File: src/rtl/cpu8_pkg.sv
`default_nettype none
// ============================================================================
// Package : cpu8_pkg
// Purpose : Shared definitions for the 8-bit CPU RAM path. Holds the default
//           RAM address/data widths, the external request record and the
//           occupancy state encoding of the external request buffer.
// Revision: 1.0 - initial release
// ============================================================================
package cpu8_pkg;

  localparam int DEF_ADDR_W = 8;
  localparam int DEF_DATA_W = 8;

  // External request record at the default widths: {we, addr, wdata}.
  typedef struct packed {
    logic                  we;
    logic [DEF_ADDR_W-1:0] addr;
    logic [DEF_DATA_W-1:0] wdata;
  } ext_req_t;

  // Occupancy of the request buffer.
  typedef enum logic [1:0] {
    OCC_EMPTY = 2'd0,
    OCC_PART  = 2'd1,
    OCC_FULL  = 2'd2
  } occ_state_t;

endpackage : cpu8_pkg
`default_nettype wire

File: src/rtl/req_fifo.sv
`default_nettype none
// ============================================================================
// Module  : req_fifo
// Purpose : Synchronous FIFO buffering external RAM requests. Occupancy is
//           tracked by an EMPTY/PART/FULL state machine alongside the count;
//           full/empty come straight from the registered state.
// Ports   : clk, rst_n      clock / async active-low reset
//           push, din       write side (ignored while full)
//           pop, dout       read side, dout is the head entry (ignored while empty)
//           full, empty     occupancy flags
// Revision: 1.0 - initial release
// ============================================================================
module req_fifo
  import cpu8_pkg::*;
#(
  parameter int WIDTH = 17,
  parameter int DEPTH = 2
) (
  input  logic             clk,
  input  logic             rst_n,
  input  logic             push,
  input  logic [WIDTH-1:0] din,
  input  logic             pop,
  output logic [WIDTH-1:0] dout,
  output logic             full,
  output logic             empty
);

  localparam int PTR_W = (DEPTH > 1) ? $clog2(DEPTH) : 1;
  localparam int CNT_W = $clog2(DEPTH + 1);
  localparam logic [CNT_W-1:0] CNT_FULL = CNT_W'(DEPTH);

  logic [WIDTH-1:0] r_mem [DEPTH];
  logic [PTR_W-1:0] r_wr_ptr;
  logic [PTR_W-1:0] r_rd_ptr;
  logic [CNT_W-1:0] r_count;
  occ_state_t       r_state;

  logic w_push;
  logic w_pop;

  assign w_push = push && (r_state != OCC_FULL);
  assign w_pop  = pop  && (r_state != OCC_EMPTY);

  assign full  = (r_state == OCC_FULL);
  assign empty = (r_state == OCC_EMPTY);
  assign dout  = r_mem[r_rd_ptr];

  // Storage carries no reset; only entries between the pointers are ever read.
  always_ff @(posedge clk) begin
    if (w_push) r_mem[r_wr_ptr] <= din;
  end

  always_ff @(posedge clk or negedge rst_n) begin
    if (!rst_n) begin
      r_wr_ptr <= '0;
      r_rd_ptr <= '0;
      r_count  <= '0;
      r_state  <= OCC_EMPTY;
    end else begin
      if (w_push) r_wr_ptr <= r_wr_ptr + PTR_W'(1);
      if (w_pop)  r_rd_ptr <= r_rd_ptr + PTR_W'(1);

      case ({w_push, w_pop})
        2'b10:   r_count <= r_count + CNT_W'(1);
        2'b01:   r_count <= r_count - CNT_W'(1);
        default: r_count <= r_count;
      endcase

      case (r_state)
        OCC_EMPTY: begin
          if (w_push) r_state <= OCC_PART;
        end
        OCC_PART: begin
          if (w_push && !w_pop && (r_count == CNT_FULL - CNT_W'(1)))
            r_state <= OCC_FULL;
          else if (w_pop && !w_push && (r_count == CNT_W'(1)))
            r_state <= OCC_EMPTY;
        end
        OCC_FULL: begin
          // Push is blocked while full, so a pop always leaves a partial buffer.
          if (w_pop) r_state <= OCC_PART;
        end
        default: r_state <= OCC_EMPTY;
      endcase
    end
  end

endmodule : req_fifo
`default_nettype wire

File: src/rtl/ram_port_arbiter.sv
`default_nettype none
// ============================================================================
// Module  : ram_port_arbiter
// Purpose : Shares a single-port data RAM between the CPU control path and an
//           external loader/debug port. CPU accesses are never stalled; ext
//           requests are buffered and issued in cycles the CPU leaves idle.
// Ports   : clk, rst_n                       clock / async active-low reset
//           cpu_ram_en/write/read, cpu_addr,
//           cpu_wdata, cpu_rdata             CPU side (rdata is a passthrough)
//           ext_valid/ready, ext_we, ext_addr,
//           ext_wdata                        ext request handshake
//           rsp_valid, rsp_data              ext read response, 1 cycle after issue
//           ram_en/we/addr/wdata, ram_rdata  RAM macro (1-cycle sync read)
//           grant_ext                        ext request issued this cycle
//           starve                           ext blocked >= STARVE_LIMIT cycles
// Revision: 1.0 - initial release
// ============================================================================
module ram_port_arbiter
  import cpu8_pkg::*;
#(
  parameter int ADDR_W       = DEF_ADDR_W,
  parameter int DATA_W       = DEF_DATA_W,
  parameter int FIFO_DEPTH   = 2,
  parameter int STARVE_LIMIT = 15
) (
  input  logic              clk,
  input  logic              rst_n,
  input  logic              cpu_ram_en,
  input  logic              cpu_ram_write,
  input  logic              cpu_ram_read,
  input  logic [ADDR_W-1:0] cpu_addr,
  input  logic [DATA_W-1:0] cpu_wdata,
  output logic [DATA_W-1:0] cpu_rdata,
  input  logic              ext_valid,
  output logic              ext_ready,
  input  logic              ext_we,
  input  logic [ADDR_W-1:0] ext_addr,
  input  logic [DATA_W-1:0] ext_wdata,
  output logic              rsp_valid,
  output logic [DATA_W-1:0] rsp_data,
  output logic              ram_en,
  output logic              ram_we,
  output logic [ADDR_W-1:0] ram_addr,
  output logic [DATA_W-1:0] ram_wdata,
  input  logic [DATA_W-1:0] ram_rdata,
  output logic              grant_ext,
  output logic              starve
);

  localparam int REQ_W  = 1 + ADDR_W + DATA_W;
  localparam int SCNT_W = $clog2(STARVE_LIMIT + 1);
  localparam logic [SCNT_W-1:0] SCNT_MAX = SCNT_W'(STARVE_LIMIT);

  typedef struct packed {
    logic              we;
    logic [ADDR_W-1:0] addr;
    logic [DATA_W-1:0] wdata;
  } req_t;

  req_t              w_push_req;
  req_t              w_head;
  logic [REQ_W-1:0]  w_head_bits;
  logic              w_full;
  logic              w_empty;
  logic              w_push;
  logic              w_cpu_we;
  logic [SCNT_W-1:0] w_scnt_nxt;

  logic              r_rsp_valid;
  logic [SCNT_W-1:0] r_scnt;
  logic              r_starve;

  // Ext fields are masked by ext_valid so undriven inputs never reach storage.
  assign w_push_req.we    = ext_valid & ext_we;
  assign w_push_req.addr  = ext_valid ? ext_addr  : '0;
  assign w_push_req.wdata = ext_valid ? ext_wdata : '0;

  assign ext_ready = !w_full;
  assign w_push    = ext_valid && ext_ready;

  req_fifo #(
    .WIDTH (REQ_W),
    .DEPTH (FIFO_DEPTH)
  ) u_req_fifo (
    .clk   (clk),
    .rst_n (rst_n),
    .push  (w_push),
    .din   (w_push_req),
    .pop   (grant_ext),
    .dout  (w_head_bits),
    .full  (w_full),
    .empty (w_empty)
  );

  assign w_head = req_t'(w_head_bits);

  // Both strobes together count as a write; a lone read strobe leaves we low.
  assign w_cpu_we = cpu_ram_write || (cpu_ram_write && cpu_ram_read);

  // CPU first, then the FIFO head; the idle bus is driven to zero.
  always_comb begin
    ram_en    = 1'b0;
    ram_we    = 1'b0;
    ram_addr  = '0;
    ram_wdata = '0;
    grant_ext = 1'b0;
    if (cpu_ram_en) begin
      ram_en    = 1'b1;
      ram_we    = w_cpu_we;
      ram_addr  = cpu_addr;
      ram_wdata = cpu_wdata;
    end else if (!w_empty) begin
      ram_en    = 1'b1;
      ram_we    = w_head.we;
      ram_addr  = w_head.addr;
      ram_wdata = w_head.we ? w_head.wdata : '0;
      grant_ext = 1'b1;
    end
  end

  // Blocked cycles only accumulate while an ext request is actually waiting.
  always_comb begin
    w_scnt_nxt = r_scnt;
    if (grant_ext)
      w_scnt_nxt = '0;
    else if (cpu_ram_en && !w_empty && (r_scnt != SCNT_MAX))
      w_scnt_nxt = r_scnt + SCNT_W'(1);
  end

  always_ff @(posedge clk or negedge rst_n) begin
    if (!rst_n) begin
      r_rsp_valid <= 1'b0;
      r_scnt      <= '0;
      r_starve    <= 1'b0;
    end else begin
      r_rsp_valid <= grant_ext && !w_head.we;
      r_scnt      <= w_scnt_nxt;
      r_starve    <= (w_scnt_nxt == SCNT_MAX);
    end
  end

  assign rsp_valid = r_rsp_valid;
  assign rsp_data  = r_rsp_valid ? ram_rdata : '0;
  assign cpu_rdata = ram_rdata;
  assign starve    = r_starve;

endmodule : ram_port_arbiter
`default_nettype wire

File: config.mk
export PLATFORM = sky130hd
export DESIGN_NAME = ram_port_arbiter
export DESIGN_NICKNAME = d
export VERILOG_FILES = /design/src/rtl/cpu8_pkg.sv /design/src/rtl/req_fifo.sv /design/src/rtl/ram_port_arbiter.sv
export SDC_FILE = /design/constraint.sdc
export NUM_CORES = 1
export LEC_CHECK = 0
export CAP_MARGIN = 20
export CORE_UTILIZATION = 30
export DETAILED_ROUTE_END_ITERATION = 8
export PLACE_DENSITY = 0.65
export SETUP_SLACK_MARGIN = 0.3
export SYNTH_ARGS = -nofsm -noshare
export SYNTH_HDL_FRONTEND = slang
export SYNTH_HIERARCHICAL = 1
export SYNTH_SLANG_ARGS = --single-unit
File: constraint.sdc
create_clock -name clk -period 1.95 [get_ports clk]
set_input_delay 0.195 -clock clk [delete_from_list [all_inputs] [get_ports clk]]
set_output_delay 0.195 -clock clk [all_outputs]
set_load 0.01 [all_outputs]
# After elaboration in Yosys (flattened, before gate mapping)
# Memories as Yosys holds them, arrays and structs flattened.
# Index checks and enable logic that the tools add are counted.
# classes
add_sub_neg	5
n_eq_ne	11
muxes	23
bitwise	1
reduce_logical	21
# ops
op	n
2-to-1 mux 8 bit	8
logical AND 1 bit	11
2-to-1 mux 2 bit	4
2-to-1 mux 4 bit	2
2-to-1 mux 1 bit	7
equality test 2 x 1 -> 1 bit (second input constant)	3
one-hot mux 2 bit (3 select lines)	1
logical NOT 1 bit	5
adder 4 x 1 -> 4 bit (second input constant)	1
equality test 2 bit (second input constant)	2
equality test 4 bit (second input constant)	1
inequality test 2 x 1 -> 1 bit (second input constant)	2
inequality test 4 bit (second input constant)	1
one-hot mux 2 bit (2 select lines)	1
nonzero test 2 bit	2
inequality test 3 x 1 -> 1 bit (second input constant)	1
AND reduction 3 bit	1
adder 1 bit (second input constant)	2
adder 2 x 1 -> 2 bit (second input constant)	1
logical NOT 2 bit	1
inequality test 2 bit (second input constant)	1
subtractor 2 x 1 -> 2 bit (second input constant)	1
AND 1 bit	1
logical OR 1 bit	1
# word_totals
regBits	12
mem_bits_rw	34
mem_count	1
# mem_list
name	depth	word_bits	rd	rd_clocked_by_memory_dff	write_ports	line_no	text
u_req_fifo.r_mem	2	17	1	0	1	req_fifo.sv:33	logic [WIDTH-1:0] r_mem [DEPTH];

# Longest topological paths before layout
# Gate-level depths: netlist of the first run.
# depth
ltp_word	10
ltp_mapped	9

# Modules after synthesis
# The synthesis of the first run kept the hierarchy.
# modules_own_cells
module	n_inst	cells_each	area_each_um2	seq_area_each_um2
req_fifo	1	83	1601.5	1171.1
ram_port_arbiter	1	93	768.2	150.1

# Worst setup path after synthesis of the first run
# OpenSTA, ideal clock, no wires.
# synth_timing
path_kind	reg-to-reg
startpoint	register u_req_fifo.r_state[0]
endpoint	memory u_req_fifo.r_mem[0][0], enable pin
t_arrival_ns	1.657
slack_ns	-0.097
path_stages_with_launch	6
n_path_buf	0
path_cell_list	dfrtp_1 nand2b_2 inv_1 nor2b_1 nand2_2 nor2_1
# synth_via
elab_chain_cells	6
# synth_lines
item	line_no	text
start, declared	req_fifo.sv:37	occ_state_t r_state;
start signal, assigned	req_fifo.sv:59	r_state <= OCC_EMPTY;
start signal, assigned	req_fifo.sv:72	if (w_push) r_state <= OCC_PART;
start signal, assigned	req_fifo.sv:76	r_state <= OCC_FULL;
equality test 2 bit	req_fifo.sv:45	assign full = (r_state == OCC_FULL);
net w_full	ram_port_arbiter.sv:63	logic w_full;
logical NOT 1 bit	ram_port_arbiter.sv:78	assign ext_ready = !w_full;
logical AND 1 bit	ram_port_arbiter.sv:79	assign w_push = ext_valid && ext_ready;
net w_push	ram_port_arbiter.sv:65	logic w_push;
logical AND 1 bit	req_fifo.sv:42	assign w_push = push && (r_state != OCC_FULL);
2-to-1 mux 1 bit	req_fifo.sv:51	if (w_push) r_mem[r_wr_ptr] <= din;
2-to-1 mux 1 bit (implied by the code)	req_fifo.sv:51	
end, declared	req_fifo.sv:33	
# The timed path passes the listed nets, and every way through them passes these cells.

==> flow_summary.ini, run 1 <==
[clock_network]
cts.htree.levels = 2
path_clk_slew_ns = 0.09
cts_root_buf = clkbuf_8
clk_path_buf_depth = 2
ctsHoldBuffers = 0
cts_buffers = 5
clock_latency_ns = 0.30
clock-sinks = 46
cts_tree = yes

[synth]
synth_area_per_cell_um2 = 13.46
syn_nets = 227
synth_area_leaders = edfxtp_1 (43%), dfrtp_1 (13%), and2_1 (6.9%)
ys_ff_latch = 46
netlist_area_um2 = 2370
yosys-top-cells-count = edfxtp_1 (34), and2_1 (26), a22o_1 (15)
synth_most_common_cell = edfxtp_1
syn_inst = 176
synth_top_area_share = 0.4308
ys.warnings.count = 6
synth_top_flop_cell = edfxtp_1
yosysSeqAreaShare = 0.5576
synth_edf_count = 34
synth.distinct_cells = 40
synth_top_cell_by_area = edfxtp_1
async_flop_share = 0.2609

[power]
power_leakage_nw = 1.621
ir_drop_mv = 0.5724
p_per_area_nw_per_um2 = 1171

[place]
hpwlAfterDp_mm = 3.729
pre_cts_ws_ns = -0.1787
place_area_um2 = 3327
port_buffers = 83
globalplace.congestion = 0.7278

[sta]
finalHoldViolCount = 0
fin_crit_ns = 1.945
maxSlewHeadroom = 0.6015
whs_ns = 0.2637
period_share = 0.9974
max_freq_mhz = 514.1
clock_skew_ns = 0.007866
final_max_slew_viol_count = 0
setup_tns_ns = 0
setup_viol = 0
timing.final.ws_setup_ns = 0.005001
worstMarginPinSlew_ns = 0.5959
grt_setup_unrepaired = true

[floorplanning]
core_um2 = 7687
die-width_um = 90.88
pin_count = 85
fp.dieH_um = 90.88
start_util = 0.3083
rows = 32
dieArea_um2 = 8258

[worst_setup_path]
required_ns = 1.75
cp_max_fo = 5
end_kind = primary output
crit_arrival_ns = 1.75
crit_type = reg2out
startpoint_type = flop

[global_route]
grt_pass1_vias = 1751
grt_pass1_wl_mm = 8.542
grt_max_degree = 22
grt_usage = 0.1335
grtUsageMet3 = 0.03535
busiest_layer = met2
antenna_found_initial = 0
overflow = 0
grtUsageMet2 = 0.2393
use_met1 = 0.1570

[cells_and_area]
fin_area_um2 = 3726
num-nets-final = 336
area_delta_synth_final_pct = 57.23
drive_gt1_frac = 0.3497
fillCellCount = 705
diodes = 0

[drt]
drc = 0
ant_nets = 0
drt_iter0_drc = 65
via_count = 1755
avgViaCountPerCell = 4.523
wl_mm = 5.493
dr.pass1.iters = 4
wl_per_cell_um = 14.16

[min_path]
hold_path.class = in2async

[outcome]
status = completed

[run]
cap_violations = 0
[worst max-delay path: stages, from the launching register on]
cell and delay (ns):
dfrtp_2 0.43, buf_6 0.14, buf_16 0.13, buf_4 0.14
mux2_4 0.29, a22o_1 0.20, buf_2 0.13
[cell usage in the layout, fill, tap and decap left out, types with 3 or more instances in the layout]
cell type,n
dfrtp_1,10
o21ai_1,3
buf_4,11
and2_1,25
clkdlybuf4s50_1,61
clkbuf_8,5
buf_2,17
dlymetal6s2s_1,3
nand2_1,5
buf_8,3
mux2_4,16
buf_6,19
inv_1,5
a22o_1,15
edfxtp_1,34
[metrics by stage]
step	instances	utilization	power, mW
detailed placement	360	0.4328	3.178
CTS	377	0.4587	4.152
finish	388	0.4847	4.362
global route	388	0.4847	4.602
global placement	360	0.4328	3.140
floorplan	176	-	2.548
[area by class of cell]
class / instances / area, um2 / share of cell area
multi-input combinational: 107 / 998.5 / 0.2680
inverter: 8 / 32.53 / 0.008731
tap: 102 / 127.6 / 0.03425
clock buffer: 5 / 68.82 / 0.01847
timing repair buffer: 117 / 1131 / 0.3036
clock inverter: 3 / 43.79 / 0.01175
sequential: 46 / 1324 / 0.3553
[power by group]
part | leakage [nW] | internal (mW) | switching, mW | total, mW
registers | 0.476 | 1.35 | 0.157 | 1.51
logic | 1.09 | 1.26 | 0.872 | 2.14
clock network | 0.0585 | 0.384 | 0.333 | 0.717
[registers in the layout, indices dropped and copies added (netlist names)]
name,count
u_req_fifo/r_mem,34
r_scnt,4
u_req_fifo/r_count,2
u_req_fifo/r_state,2
rsp_valid,1
starve,1
u_req_fifo/r_rd_ptr,1
u_req_fifo/r_wr_ptr,1
[repair_timing]
item                                    4_1_cts  5_1_grt
cloned                                        1        0
gates resized for setup                      99       34
endpoints found under the setup margin       50       55
pin swaps                                     4       14
buffers inserted                              8       11
[kinds of logic after synthesis]
group | synth area share
AOI/OAI and AO/OA | 0.1082
xor gates and xnor gates | 0.02165
adders and majority gates | 0.02112
buffers and inverters | 0.06230
DFF | 0.5576
muxes | 0.09926
and+or+nand+nor | 0.1299
[worst paths after layout]
kind | slack, ns | cells after the start | end | start
worst max-delay path | 0.005 | 6 | ram_wdata[6] | u_req_fifo/r_rd_ptr
worst max register to register | 0.18 | 8 | u_req_fifo/r_mem[0][8] | u_req_fifo/r_state[0]
worst min-delay path | 0.26 | 1 | r_scnt[3] | rst_n
min in group clk | 0.48 | 1 | u_req_fifo/r_count[0] | u_req_fifo/r_count[0]
worst min register to register | 0.48 | 1 | u_req_fifo/r_count[0] | u_req_fifo/r_count[0]
max in group asynchronous | 1.27 | 1 | rsp_valid | rst_n
[metal layers]
metal	vias to the layer above	wire, um
met2	64	2806
met1	835	2331
met3	6	323
met4	0	32
met5	-	0
li1	850	-
Note: power is estimated with default switching activity, not from simulation.
==> run 2, diff against run 1 <==
--- a/config.mk
+++ b/config.mk
@@ -8,7 +8,6 @@
 export CAP_MARGIN = 20
 export CORE_UTILIZATION = 30
 export DETAILED_ROUTE_END_ITERATION = 8
-export PLACE_DENSITY = 0.65
 export SETUP_SLACK_MARGIN = 0.3
 export SYNTH_ARGS = -nofsm -noshare
 export SYNTH_HDL_FRONTEND = slang
==> flow_summary.ini, run 2 (same netlist as run 1, synthesis figures left out) <==
[worst_setup_path]
cp_cell_sequence = buf_6, mux2_4, and2_4, a22o_1, buf_2
startpoint_type = flop
end_kind = primary output
slowest_stage = dfrtp_1
required_ns = 1.75
crit_type = reg2out
cp_max_fo = 5
crit_arrival_ns = 1.67
slowest_delay_ns = 0.43

[sta]
fin_crit_ns = 1.869
setup_viol = 0
final_max_slew_viol_count = 0
period_share = 0.9585
grt_setup_unrepaired = true
max_freq_mhz = 535.0
clock_skew_ns = 0.006329
maxSlewHeadroom = 0.5798
whs_ns = 0.2809
worstMarginPinSlew_ns = 0.6284
finalHoldViolCount = 0

[drt]
wl_per_cell_um = 14.10
dr.pass1.iters = 4
drt_iter0_drc = 71
avgViaCountPerCell = 4.536
drc = 0
wl_mm = 5.444
ant_nets = 0
via_count = 1751

[cells_and_area]
diodes = 0
final_cell_mix = clkdlybuf4s50_1 (58), edfxtp_1 (34), and2_1 (25)
reg_top3 = u_req_fifo/r_mem (34), r_scnt (4)
area_delta_synth_final_pct = 53.80
layout_commonest_cell = clkdlybuf4s50_1
num-nets-final = 334
regMostFlops = u_req_fifo/r_mem
fin_util = 0.4741
largest_reg_flops = 34
drive_gt1_frac = 0.3310
fin_cells = 386

[global_route]
grt_max_degree = 22
overflow = 0
grt_usage = 0.1321
antenna_found_initial = 0
grt_pass1_vias = 1666
grt_pass1_wl_mm = 8.342

[power]
p_per_area_nw_per_um2 = 1169
ir_drop_mv = 0.3783
power_leakage_nw = 1.597

[clock_network]
cts_buffers = 5
clock-sinks = 46
cts_tree = yes
cts_root_buf = clkbuf_8
path_clk_slew_ns = 0.09
cts.htree.levels = 2
clock_latency_ns = 0.30
ctsHoldBuffers = 0
clk_path_buf_depth = 2

[min_path]
hold_path.class = in2async

[floorplanning]
pin_count = 85
dieArea_um2 = 8258
fp.dieH_um = 90.88
core_um2 = 7687
die-width_um = 90.88
rows = 32
start_util = 0.3083

[place]
dp_cells = 358
hpwlAfterDp_mm = 3.604
port_buffers = 83
globalplace.congestion = 0.7183

[outcome]
status = completed

[run]
cap_violations = 0
==> run 2: cell count changes in the layout (fill, tap and decap cells not counted), moves of 2 or more <==
| cell | change |
|---|---|
| buf_8 | -2 |
| buf_4 | +4 |
| mux2_4 | -4 |
| mux2_2 | +4 |
| buf_6 | -7 |
| clkdlybuf4s50_1 | -3 |
| dlymetal6s2s_1 | +2 |
==> run 2: area by class of cell <==
type | count | area (um2)
Timing Repair Buffer | 114 | 1064
Fill cell | 747 | 4043
Clock buffer | 5 | 68.82
Tap cell | 102 | 127.6
Clock inverter | 3 | 43.79
Multi-Input combinational cell | 108 | 985.9
Sequential cell | 46 | 1323
Inverter | 8 | 32.53
==> run 2: routing by layer <==
metal / track usage / part of all wire
met1: 0.1575 / 0.42
met2: 0.2330 / 0.51
met3: 0.04125 / 0.065
met4: 0.02778 / 0.0042
met5: 0 / 0
==> run 2: critical path: cells and delay by family (launching register included) <==
family,cells,cell delay [ns]
buffers and inverters,2,0.28
DFF,1,0.43
AOI/OAI and AO/OA,1,0.18
and+or+nand+nor,1,0.18
muxes,1,0.31
==> run 2: path summary, 6_finish.rpt <==
| path | startpoint | to | slack (ns) | depth (start not counted) |
|---|---|---|---|---|
| worst max register to register | u_req_fifo/r_state[0] | u_req_fifo/r_state[0] | 0.37 | 9 |
| worst min register to register | u_req_fifo/r_count[0] | u_req_fifo/r_count[0] | 0.49 | 1 |
| worst max-delay path | u_req_fifo/r_rd_ptr | ram_wdata[0] | 0.08 | 5 |
| max in group asynchronous | rst_n | rsp_valid | 1.23 | 1 |
| worst min-delay path | rst_n | r_scnt[1] | 0.28 | 1 |
| min in group clk | u_req_fifo/r_count[0] | u_req_fifo/r_count[0] | 0.49 | 1 |
==> run 2: timing repair <==
action                                  CTS  global route
setup buffers                            11             8
endpoints found under the setup margin   46            36
resized for setup                        93            25
pin swaps                                 8            10
gates cloned                              1             0
==> run 2: stage by stage <==
step / instance area [um2] / power (mW) / setup TNS [ns] / setup slack (ns)
after floorplan: 2381 / 2.548 / 0 / 0.3075
after global placement: 3324 / 3.150 / -1.218 / -0.1501
after detailed placement: 3324 / 3.185 / -1.542 / -0.1895
after CTS: 3508 / 4.107 / 0 / 0.06495
after global routing: 3645 / 4.528 / -0.02427 / -0.01078
final: 3645 / 4.261 / 0 / 0.08090
==> run 2: power breakdown <==
| group | switching, mW | internal (mW) |
|---|---|---|
| sequential | 0.163 | 1.35 |
| clock | 0.336 | 0.384 |
| combinational | 0.850 | 1.18 |
==> run 3, diff against run 2 <==
--- a/config.mk
+++ b/config.mk
@@ -5,7 +5,9 @@
 export SDC_FILE = /design/constraint.sdc
 export NUM_CORES = 1
 export LEC_CHECK = 0
+export ABC_AREA = 1
 export CAP_MARGIN = 20
+export CORE_MARGIN = 1.5
 export CORE_UTILIZATION = 30
 export DETAILED_ROUTE_END_ITERATION = 8
 export SETUP_SLACK_MARGIN = 0.3
==> constraint.sdc (replaced) <==
create_clock -name clk -period 2.3 [get_ports clk]
set_input_delay 0.23 -clock clk [delete_from_list [all_inputs] [get_ports clk]]
set_output_delay 0.23 -clock clk [all_outputs]
set_load 0.01 [all_outputs]
==> flow_summary.ini, run 3 <==
[synth]
synth_compound_area_frac = 0.04326
synth_top_family_by_area = simple AND/OR/NAND/NOR gates
synth_edf_count = 34
synth_top_area_share = 0.4153
synth_top_cell_by_area = edfxtp_1
synth.distinct_cells = 27
synth_area_per_cell_um2 = 8.908
ys_ff_latch = 46
syn_nets = 327
yosys.area_share.adder = 0.02036
synth_most_common_cell = nand2_1
synth_mux_area_frac = 0
async_flop_share = 0.2609
syn_inst = 276
synth_area_leaders = edfxtp_1 (42%), nand2_1 (17%), dfrtp_1 (12%)
yosys-top-cells-count = nand2_1 (113), inv_1 (35), edfxtp_1 (34)
yosysSeqAreaShare = 0.5374
netlist_area_um2 = 2459
synth-simple-area-share = 0.2575
ys.warnings.count = 6
synthXorXnorAreaFrac = 0.007125
synth_top_flop_cell = edfxtp_1

[floorplanning]
pin_count = 85
start_util = 0.3133
dieArea_um2 = 8748
core_um2 = 7848
die-width_um = 93.53
fp.dieH_um = 93.53
rows = 32

[cells_and_area]
regMostFlops = u_req_fifo/r_mem
multi_input_area_um2 = 814.5
area_delta_synth_final_pct = 44.33
largest_reg_flops = 34
final_cell_mix = nand2_1 (113), clkdlybuf4s50_1 (67), inv_1 (35)
diodes = 0
reg_top3 = u_req_fifo/r_mem (34), r_scnt (4)
fin_cells = 466
drive_gt1_frac = 0.1291
fillCellCount = 760
layout.area.seq_um2 = 1323
num-nets-final = 414
layout_commonest_cell = nand2_1

[worst_setup_path]
r2r_start = u_req_fifo/r_state[1]
cp_max_fo = 9
reg2reg_depth = 8
end_kind = primary output
critPathCapture = ram_addr[7]
required_ns = 2.07
crit_start = u_req_fifo/r_state[0]
r2r_slack_ns = 0.48
startpoint_type = flop
crit_type = reg2out
crit_arrival_ns = 1.74
r2r_end = u_req_fifo/r_mem[0][13]

[sta]
max_freq_mhz = 507.7
setup_tns_ns = 0
grt_setup_unrepaired = true
worstMarginPinSlew_ns = 0.5741
setup_viol = 0
clock_skew_ns = 0.004823
period_share = 0.8564
maxSlewHeadroom = 0.6161
fin_crit_ns = 1.970
finalHoldViolCount = 0
final_max_slew_viol_count = 0

[clock_network]
clock_latency_ns = 0.29
path_clk_slew_ns = 0.08
ctsHoldBuffers = 0
cts.htree.levels = 2
clock-sinks = 46
cts_buffers = 5
cts_tree = yes
clk_path_buf_depth = 2
cts_root_buf = clkbuf_8

[global_route]
antenna_found_initial = 0
grt_pass1_vias = 1919
grt_usage = 0.1327
overflow = 0
grt_max_degree = 19
grt_pass1_wl_mm = 8.990

[place]
port_buffers = 83
globalplace.congestion = 0.7969
hpwlAfterDp_mm = 3.875
dp_cells = 451

[drt]
avgViaCountPerCell = 4.279
wl_per_cell_um = 11.91
via_count = 1994
ant_nets = 0
dr.pass1.iters = 4
drt_iter0_drc = 107
top_layer = met4
wl_met2_mm = 2.784
wl_met1_mm = 2.312
wl_mm = 5.550
drc = 0
wl_met3_um = 415

[run]
cap_violations = 0

[outcome]
status = completed

[min_path]
hold_path.class = in2async

[power]
ir_drop_mv = 0.3884
power_leakage_nw = 1.789
p_per_area_nw_per_um2 = 990.7
[run 3: critical path, cell delays in order (launching register included)]
cell	delay, ns
dfrtp_1	0.38
nor2_2	0.05
or2_4	0.28
inv_8	0.10
a22o_1	0.12
clkdlybuf4s50_1	0.52
[run 3: cell type report]
cell class,count,area share
Clock buffer,6,0.02327
Clock inverter,2,0.01693
Inverter,42,0.04831
Multi-Input combinational cell,169,0.2295
Sequential cell,46,0.3727
Tap cell,102,0.03597
Timing Repair Buffer,98,0.2701
Timing Repair inverter,1,0.003173
[run 3: cells by family (layout without fill, tap and decap cells)]
| group | Yosys count | after routing |
|---|---|---|
| AOI/OAI and AO/OA | 13 | 13 |
| and+or+nand+nor | 150 | 150 |
| DFF | 46 | 46 |
| adders and majority gates | 4 | 4 |
| buffers and inverters | 61 | 149 |
| xor gates and xnor gates | 2 | 2 |
[run 3: power by group]
part / total (mW) / internal [mW] / switching [mW]
combinational: 1.53 / 0.691 / 0.835
sequential: 1.27 / 1.15 / 0.116
clock: 0.722 / 0.463 / 0.258
[run 3: what timing repair did]
action	CTS	global route
endpoints found under the setup margin	18	6
resized for setup	14	8
setup buffers	6	0
pin swaps	0	0
cloned	1	0
[run 3: worst min-delay path by stage]
stage,from,endpoint,slack [ns]
floorplan,rst_n,r_scnt[0],-0.07
global placement,u_req_fifo/r_count[1],u_req_fifo/r_count[1],0.46
detailed placement,u_req_fifo/r_count[1],u_req_fifo/r_count[1],0.47
CTS,rst_n,starve,0.32
global route,rst_n,starve,0.34
finish,rst_n,starve,0.30
[run 3: layer usage]
| layer | up-vias | track usage |
|---|---|---|
| li1 | 1024 | - |
| met1 | 901 | 0.1527 |
| met2 | 65 | 0.2440 |
| met3 | 4 | 0.03333 |
| met4 | 0 | 0.03234 |
| met5 | - | 0 |
[run 3: through the flow]
step	worst slack, ns	util	cell area (um2)	hold WS [ns]	total power, mW
after floorplan	0.5063	-	2461	-0.06559	2.204
after global placement	0.2181	0.4241	3328	0.4606	2.696
after detailed placement	0.1991	0.4241	3328	0.4683	2.730
after CTS	0.2939	0.4495	3527	0.3165	3.546
after global routing	0.2351	0.4522	3548	0.3427	3.768
final	0.3302	0.4522	3548	0.3026	3.515
